File: src/rtl/branch_resolve_unit_pkg.sv
// Shared definitions for the branch resolve unit: branch-type codes,
// the BTB training record layout and the redirect FSM states.
package branch_resolve_unit_pkg;

    localparam logic [1:0] COND = 2'b00;
    localparam logic [1:0] CALL = 2'b01;
    localparam logic [1:0] JUMP = 2'b10;
    localparam logic [1:0] RET  = 2'b11;

    typedef struct packed {
        logic [29:0] pc;
        logic [31:0] target;
        logic [1:0]  br_type;
        logic        taken;
    } btb_update_t;

    typedef enum logic {
        IDLE,
        REDIR
    } bru_state_e;

    // A not-taken branch has no meaningful target, so only direction matters then.
    function automatic logic is_mispredict(
        input logic        taken,
        input logic        pred_taken,
        input logic [31:0] target,
        input logic [31:0] pred_target
    );
        return (taken != pred_taken) || (taken && (target != pred_target));
    endfunction

endpackage

File: src/rtl/branch_resolve_unit_if.sv
// Resolve, redirect and predictor-training signals of the branch resolve unit.
interface branch_resolve_unit_if;
    logic        flush_i;
    logic        res_valid_i;
    logic        res_ready_o;
    logic [29:0] res_pc_i;
    logic        res_taken_i;
    logic [1:0]  res_type_i;
    logic [31:0] res_target_i;
    logic        res_pred_taken_i;
    logic [31:0] res_pred_target_i;
    logic        redir_valid_o;
    logic        redir_ready_i;
    logic [31:0] redir_addr_o;
    logic        btb_valid_o;
    logic        btb_ready_i;
    logic [29:0] btb_pc_o;
    logic [31:0] btb_target_o;
    logic [1:0]  btb_type_o;
    logic        btb_taken_o;
    logic [31:0] mispredict_cnt_o;

    modport slave (
        input  flush_i, res_valid_i, res_pc_i, res_taken_i, res_type_i,
               res_target_i, res_pred_taken_i, res_pred_target_i,
               redir_ready_i, btb_ready_i,
        output res_ready_o, redir_valid_o, redir_addr_o, btb_valid_o,
               btb_pc_o, btb_target_o, btb_type_o, btb_taken_o, mispredict_cnt_o
    );

    modport master (
        output flush_i, res_valid_i, res_pc_i, res_taken_i, res_type_i,
               res_target_i, res_pred_taken_i, res_pred_target_i,
               redir_ready_i, btb_ready_i,
        input  res_ready_o, redir_valid_o, redir_addr_o, btb_valid_o,
               btb_pc_o, btb_target_o, btb_type_o, btb_taken_o, mispredict_cnt_o
    );
endinterface

File: src/rtl/branch_resolve_unit_btb_update_fifo.sv
// Two-entry FIFO of BTB/RAS training records; head entry is read from registers.
module btb_update_fifo
    import branch_resolve_unit_pkg::*;
(
    input  logic        clk,
    input  logic        rst_n,
    input  logic        push,
    input  logic        pop,
    input  btb_update_t wdata,
    output btb_update_t rdata,
    output logic [1:0]  count
);

    btb_update_t mem [2];
    logic        wr_ptr;
    logic        rd_ptr;
    logic        push_en;
    logic        pop_en;

    assign push_en = push && (count != 2'd2);
    assign pop_en  = pop && (count != 2'd0);
    assign rdata   = mem[rd_ptr];

    always_ff @(posedge clk or negedge rst_n) begin
        if (!rst_n) begin
            mem[0] <= '0;
            mem[1] <= '0;
            wr_ptr <= 1'b0;
            rd_ptr <= 1'b0;
            count  <= '0;
        end else begin
            if (push_en) begin
                mem[wr_ptr] <= wdata;
                wr_ptr      <= ~wr_ptr;
            end
            if (pop_en) begin
                rd_ptr <= ~rd_ptr;
            end
            case ({push_en, pop_en})
                2'b10:   count <= count + 2'd1;
                2'b01:   count <= count - 2'd1;
                default: count <= count;
            endcase
        end
    end

endmodule

File: src/rtl/branch_resolve_unit.sv
// Resolves branch outcomes against predictions, issues fetch redirects on
// mispredicts, queues predictor training records and counts mispredicts.
module branch_resolve_unit
    import branch_resolve_unit_pkg::*;
(
    input logic                  cpu_clk_i,
    input logic                  cpu_rst_ni,
    branch_resolve_unit_if.slave bus
);

    bru_state_e  state_q;
    bru_state_e  state_d;
    logic [31:0] redir_addr_q;
    logic [31:0] mis_cnt_q;
    logic [1:0]  fifo_count;
    btb_update_t fifo_wdata;
    btb_update_t fifo_rdata;
    logic        accept;
    logic        mispredict;
    logic        push;
    logic        pop;

    // Gating with reset keeps the upstream stage from seeing a hand-shake during reset.
    assign bus.res_ready_o = cpu_rst_ni && (state_q == IDLE) &&
                             (fifo_count != 2'd2) && !bus.flush_i;

    assign mispredict = is_mispredict(bus.res_taken_i, bus.res_pred_taken_i,
                                      bus.res_target_i, bus.res_pred_target_i);
    assign accept     = bus.res_valid_i && bus.res_ready_o;
    assign push       = accept && (bus.res_taken_i || mispredict);
    assign pop        = bus.btb_valid_o && bus.btb_ready_i;

    assign fifo_wdata = '{pc:      bus.res_pc_i,
                          target:  bus.res_target_i,
                          br_type: bus.res_type_i,
                          taken:   bus.res_taken_i};

    always_comb begin
        state_d = state_q;
        unique case (state_q)
            IDLE:    if (accept && mispredict) state_d = REDIR;
            REDIR:   if (bus.flush_i || bus.redir_ready_i) state_d = IDLE;
            default: state_d = IDLE;
        endcase
    end

    always_ff @(posedge cpu_clk_i or negedge cpu_rst_ni) begin
        if (!cpu_rst_ni) begin
            state_q      <= IDLE;
            redir_addr_q <= '0;
            mis_cnt_q    <= '0;
        end else begin
            state_q <= state_d;
            if (accept && mispredict) begin
                redir_addr_q <= bus.res_target_i;
                mis_cnt_q    <= mis_cnt_q + 32'd1;
            end
        end
    end

    btb_update_fifo u_fifo (
        .clk   (cpu_clk_i),
        .rst_n (cpu_rst_ni),
        .push  (push),
        .pop   (pop),
        .wdata (fifo_wdata),
        .rdata (fifo_rdata),
        .count (fifo_count)
    );

    assign bus.redir_valid_o    = (state_q == REDIR);
    assign bus.redir_addr_o     = redir_addr_q;
    assign bus.btb_valid_o      = (fifo_count != 2'd0);
    assign bus.btb_pc_o         = fifo_rdata.pc;
    assign bus.btb_target_o     = fifo_rdata.target;
    assign bus.btb_type_o       = fifo_rdata.br_type;
    assign bus.btb_taken_o      = fifo_rdata.taken;
    assign bus.mispredict_cnt_o = mis_cnt_q;

endmodule

File: src/flat_wrapper.sv
// flat-port wrapper written by rule: the top's interface ports become plain ports
module branch_resolve_unit_flat import branch_resolve_unit_pkg::*;
  (cpu_clk_i, cpu_rst_ni, bus_flush_i, bus_res_valid_i, bus_res_pc_i, bus_res_taken_i, bus_res_type_i, bus_res_target_i, bus_res_pred_taken_i, bus_res_pred_target_i, bus_redir_ready_i, bus_btb_ready_i, bus_res_ready_o, bus_redir_valid_o, bus_redir_addr_o, bus_btb_valid_o, bus_btb_pc_o, bus_btb_target_o, bus_btb_type_o, bus_btb_taken_o, bus_mispredict_cnt_o);
  branch_resolve_unit_if bus_i ();
  input logic cpu_clk_i;
  input logic cpu_rst_ni;
  input wire logic [$bits(bus_i.flush_i)-1:0] bus_flush_i;
  input wire logic [$bits(bus_i.res_valid_i)-1:0] bus_res_valid_i;
  input wire logic [$bits(bus_i.res_pc_i)-1:0] bus_res_pc_i;
  input wire logic [$bits(bus_i.res_taken_i)-1:0] bus_res_taken_i;
  input wire logic [$bits(bus_i.res_type_i)-1:0] bus_res_type_i;
  input wire logic [$bits(bus_i.res_target_i)-1:0] bus_res_target_i;
  input wire logic [$bits(bus_i.res_pred_taken_i)-1:0] bus_res_pred_taken_i;
  input wire logic [$bits(bus_i.res_pred_target_i)-1:0] bus_res_pred_target_i;
  input wire logic [$bits(bus_i.redir_ready_i)-1:0] bus_redir_ready_i;
  input wire logic [$bits(bus_i.btb_ready_i)-1:0] bus_btb_ready_i;
  output wire logic [$bits(bus_i.res_ready_o)-1:0] bus_res_ready_o;
  output wire logic [$bits(bus_i.redir_valid_o)-1:0] bus_redir_valid_o;
  output wire logic [$bits(bus_i.redir_addr_o)-1:0] bus_redir_addr_o;
  output wire logic [$bits(bus_i.btb_valid_o)-1:0] bus_btb_valid_o;
  output wire logic [$bits(bus_i.btb_pc_o)-1:0] bus_btb_pc_o;
  output wire logic [$bits(bus_i.btb_target_o)-1:0] bus_btb_target_o;
  output wire logic [$bits(bus_i.btb_type_o)-1:0] bus_btb_type_o;
  output wire logic [$bits(bus_i.btb_taken_o)-1:0] bus_btb_taken_o;
  output wire logic [$bits(bus_i.mispredict_cnt_o)-1:0] bus_mispredict_cnt_o;
  assign bus_i.flush_i = bus_flush_i;
  assign bus_i.res_valid_i = bus_res_valid_i;
  assign bus_i.res_pc_i = bus_res_pc_i;
  assign bus_i.res_taken_i = bus_res_taken_i;
  assign bus_i.res_type_i = bus_res_type_i;
  assign bus_i.res_target_i = bus_res_target_i;
  assign bus_i.res_pred_taken_i = bus_res_pred_taken_i;
  assign bus_i.res_pred_target_i = bus_res_pred_target_i;
  assign bus_i.redir_ready_i = bus_redir_ready_i;
  assign bus_i.btb_ready_i = bus_btb_ready_i;
  assign bus_res_ready_o = bus_i.res_ready_o;
  assign bus_redir_valid_o = bus_i.redir_valid_o;
  assign bus_redir_addr_o = bus_i.redir_addr_o;
  assign bus_btb_valid_o = bus_i.btb_valid_o;
  assign bus_btb_pc_o = bus_i.btb_pc_o;
  assign bus_btb_target_o = bus_i.btb_target_o;
  assign bus_btb_type_o = bus_i.btb_type_o;
  assign bus_btb_taken_o = bus_i.btb_taken_o;
  assign bus_mispredict_cnt_o = bus_i.mispredict_cnt_o;
  branch_resolve_unit u_core (.cpu_clk_i(cpu_clk_i), .cpu_rst_ni(cpu_rst_ni), .bus(bus_i));
endmodule
File: config.mk
export PLATFORM = sky130hd
export DESIGN_NAME = branch_resolve_unit_flat
export DESIGN_NICKNAME = d
export VERILOG_FILES = /design/src/rtl/branch_resolve_unit_pkg.sv /design/src/rtl/branch_resolve_unit_if.sv /design/src/rtl/branch_resolve_unit_btb_update_fifo.sv /design/src/rtl/branch_resolve_unit.sv /design/src/flat_wrapper.sv
export SDC_FILE = /design/constraint.sdc
export NUM_CORES = 1
export LEC_CHECK = 0
export BUFFER_PORTS_ARGS = -buffer_cell sky130_fd_sc_hd__clkbuf_2
export CAP_MARGIN = 20
export CORE_AREA = 2 2 220 179
export DETAILED_ROUTE_END_ITERATION = 10
export DIE_AREA = 0 0 222 181
export SLEW_MARGIN = 25
export SYNTH_ARGS = -nofsm -noshare
export SYNTH_HDL_FRONTEND = slang
export SYNTH_SLANG_ARGS = --single-unit
File: constraint.sdc
create_clock -name cpu_clk_i -period 2.36 [get_ports cpu_clk_i]
set_clock_uncertainty 0.05 [all_clocks]
set_input_delay 0.354 -clock cpu_clk_i [delete_from_list [all_inputs] [get_ports cpu_clk_i]]
set_output_delay 0.354 -clock cpu_clk_i [all_outputs]
set_load 0.05 [all_outputs]
==> out/qor.yml <==
run_status:
  status: "finished clean"
drt:
  post_drt_wl_per_cell_um: 17.7
  vias: 6059
  ant_nets: 0
  firstDrtPassIters: 4
  dr.first_iter.drc_count: 246
  wl_um: 24800
  drc: 0
  viasPerCell: 4.31
sta:
  setup_violations: 0
  fmax_ghz: 0.445
  grt_setup_unrepaired: "false"
  setup_ws_ns: 0.111
  final.setup.tns_ns: 0
  post-route-period-util_pct: 95.3
  finalMaxSlewViolations: 0
  min_period_ns: 2.25
  worst_pin_slew_ns: 0.908
  relSlewSlack_pct: 39.5
  final-hold-violation-count: 0
clock_tree:
  clk_pin_slew_ns: 0.08
  cts_tree: "done"
  clock-sinks: 199
  post_cts_resized: 0
  clk_latency_ns: 0.45
  cts-buffers-inserted: 17
  htreeDepth: 4
  clock-root-buffer: "clkbuf_16"
  clk_path_buf_depth: 2
job:
  drv_cap: 0
floorplan:
  row_count: 64
  coreArea_sq_um: 37900
  fp.dieW_um: 222
  start_util_pct: 23.7
  dieArea_sq_um: 40200
  die_y_um: 181
  io_pins: 236
worst_setup_path:
  end_kind: "output port"
  r2r_start: "u_core.bus.redir_valid_o"
  worstSetupStartpoint: "u_core.u_fifo.rd_ptr"
  crit_required_ns: 1.96
  startpoint_type: "flip-flop"
  critical_path_arrival_ns: 1.84
  crit_type: "flip-flop to output port"
  cp_max_fo: 12
yosys:
  syn_inst: 625
  syn-num-nets: 732
  ys_seq_area_share_pct: 55.4
  syn_area_per_cell_sq_um: 14.4
  synth-edff-count: 0
  synth_seq_cells: 199
  async_flop_share_pct: 100
  mappedNetlistArea_sq_um: 8990
  synth_cell_types: 34
  synth_top_flop_cell: "dfrtp_1"
  yosysWarnings: 0
global_routing:
  grtUsageTotal_pct: 12.6
  grt_pass1_wl_um: 37800
  grt_max_degree: 71
  grt_pass1_vias: 6289
  grt_antenna_before_repair: 2
  grt.overflow.total: 0
placement:
  portBuffers: 235
  place_ws_ns: -0.324
  dp_hpwl_um: 18200
  gp_congestion: 0.760
layout:
  drive_above_1_share_pct: 57.8
  finalNetCount: 1004
  final_cell_mix: "clkbuf_2, mux2_2, dfrtp_1"
  syn_to_final_growth_pct: 30.6
  layout_commonest_cell: "clkbuf_2"
  fillerInstances: 3856
worst_hold_path:
  hold_class: "input pin to flip-flop"
  min-delay-start: "bus_res_type_i[0]"
power:
  p_switching_w: 0.00822
  powerDensity_nw_per_um2: 1490
  internal_power_w: 0.00925
  seqPwrFrac_pct: 31.9
  leakagePower_nw: 5.41
  max-vdd-ir-drop_mv: 0.973
  pwr-share-comb_pct: 51.6
  p_sw_share_pct: 47.1
  clkPwrFrac_pct: 16.5
  power_w: 0.0175
## cells in the mapped netlist, types with 7 or more instances
master	number	area share [%]
dfrtp_1	199	55
mux2_2	199	25
xnor2_1	66	6.4
mux2_1	28	3.5
clkbuf_1	15	0.63
o211ai_1	13	1.1
nand4_1	10	0.70
o2111ai_1	10	0.97
and3_1	9	0.63
nor2_1	9	0.38
nand2_1	8	0.33
buf_2	7	0.39
buf_6	7	0.88
o21ai_0	7	0.39
## layout make-up
class | instances | area (sq um) | share of cell area (%)
timing repair buffer | 284 | 1730 | 14.7
multi-input combinational | 390 | 3830 | 32.6
inverter | 5 | 18.8 | 0.160
clock buffer | 18 | 439 | 3.74
clock inverter | 13 | 126 | 1.08
sequential | 199 | 4980 | 42.4
tap | 495 | 619 | 5.27
antenna | 1 | 2.50 | 0.0213
## critical path: stages (launching register included)
cell and delay, ns:
dfrtp_4 0.47, buf_12 0.15, buf_12 0.15, mux2_2 0.34
clkbuf_2 0.25
## timing repair
action                                 CTS  global route
hold buffers                             1             0
setup endpoints to repair               47            34
endpoints found under the hold margin   15             0
pin swaps                                0             1
setup buffers                            4             1
## registers in the layout, summed over array words and instances (netlist names)
signal / count
u_core.bus.mispredict_cnt_o: 32
u_core.u_fifo.wr_ptr: 1
u_core.u_fifo.count: 2
u_core.u_fifo.mem: 130
u_core.bus.redir_addr_o: 32
u_core.bus.redir_valid_o: 1
u_core.u_fifo.rd_ptr: 1
## logic make-up after synthesis
family          synth area share (%)
buf+inv                         2.27
xor+xnor                        6.62
mux                             28.4
compound gates                  2.77
flops                           55.4
fa+ha+maj                      0.417
simple gates                    4.13
## path summary, 6_finish.rpt
check                                                        to  slack, ns  depth (start not counted)
max in group asynchronous                 u_core.u_fifo.mem[98]       0.68                          4
worst max-delay path                       bus_btb_target_o[23]       0.11                          4
worst max register to register           u_core.u_fifo.mem[110]       0.22                          8
worst min register to register  u_core.bus.mispredict_cnt_o[31]       0.42                          1
min in group asynchronous                 u_core.u_fifo.mem[70]       0.40                          3
worst min-delay path                       u_core.u_fifo.mem[1]       0.08                          2
## per-layer routing
| metal | global-route usage (%) | vias up | part of all wire, % |
|---|---|---|---|
| met5 | 0 | - | 0 |
| met4 | 3.49 | 0 | 1.0 |
| met3 | 4.80 | 18 | 6.9 |
| met2 | 19.8 | 156 | 46 |
| met1 | 16.3 | 3091 | 46 |
| li1 | - | 2794 | - |
## stage by stage
| step | instance area, sq um | std cells | hold slack, ns | utilization [%] |
|---|---|---|---|---|
| after floorplan | 8990 | 625 | 0.00841 | - |
| after global placement | 11100 | 1367 | 0.360 | 29.2 |
| after detailed placement | 11100 | 1367 | 0.357 | 29.2 |
| after CTS | 11700 | 1403 | 0.0372 | 30.9 |
| after global routing | 11700 | 1404 | 0.0471 | 31.0 |
| final | 11700 | 1405 | 0.0772 | 31.0 |
## power by group through the flow
stage	Sequential (W)	Clock, W	Combinational (W)
finish	0.00558	0.00288	0.00901
global route	0.00577	0.00313	0.00947
CTS	0.00559	0.00301	0.00913
detailed placement	0.00575	0	0.00881
global placement	0.00568	0	0.00875
floorplan	0.00652	0	0.00573
Note: power is estimated with default switching activity, not from simulation.
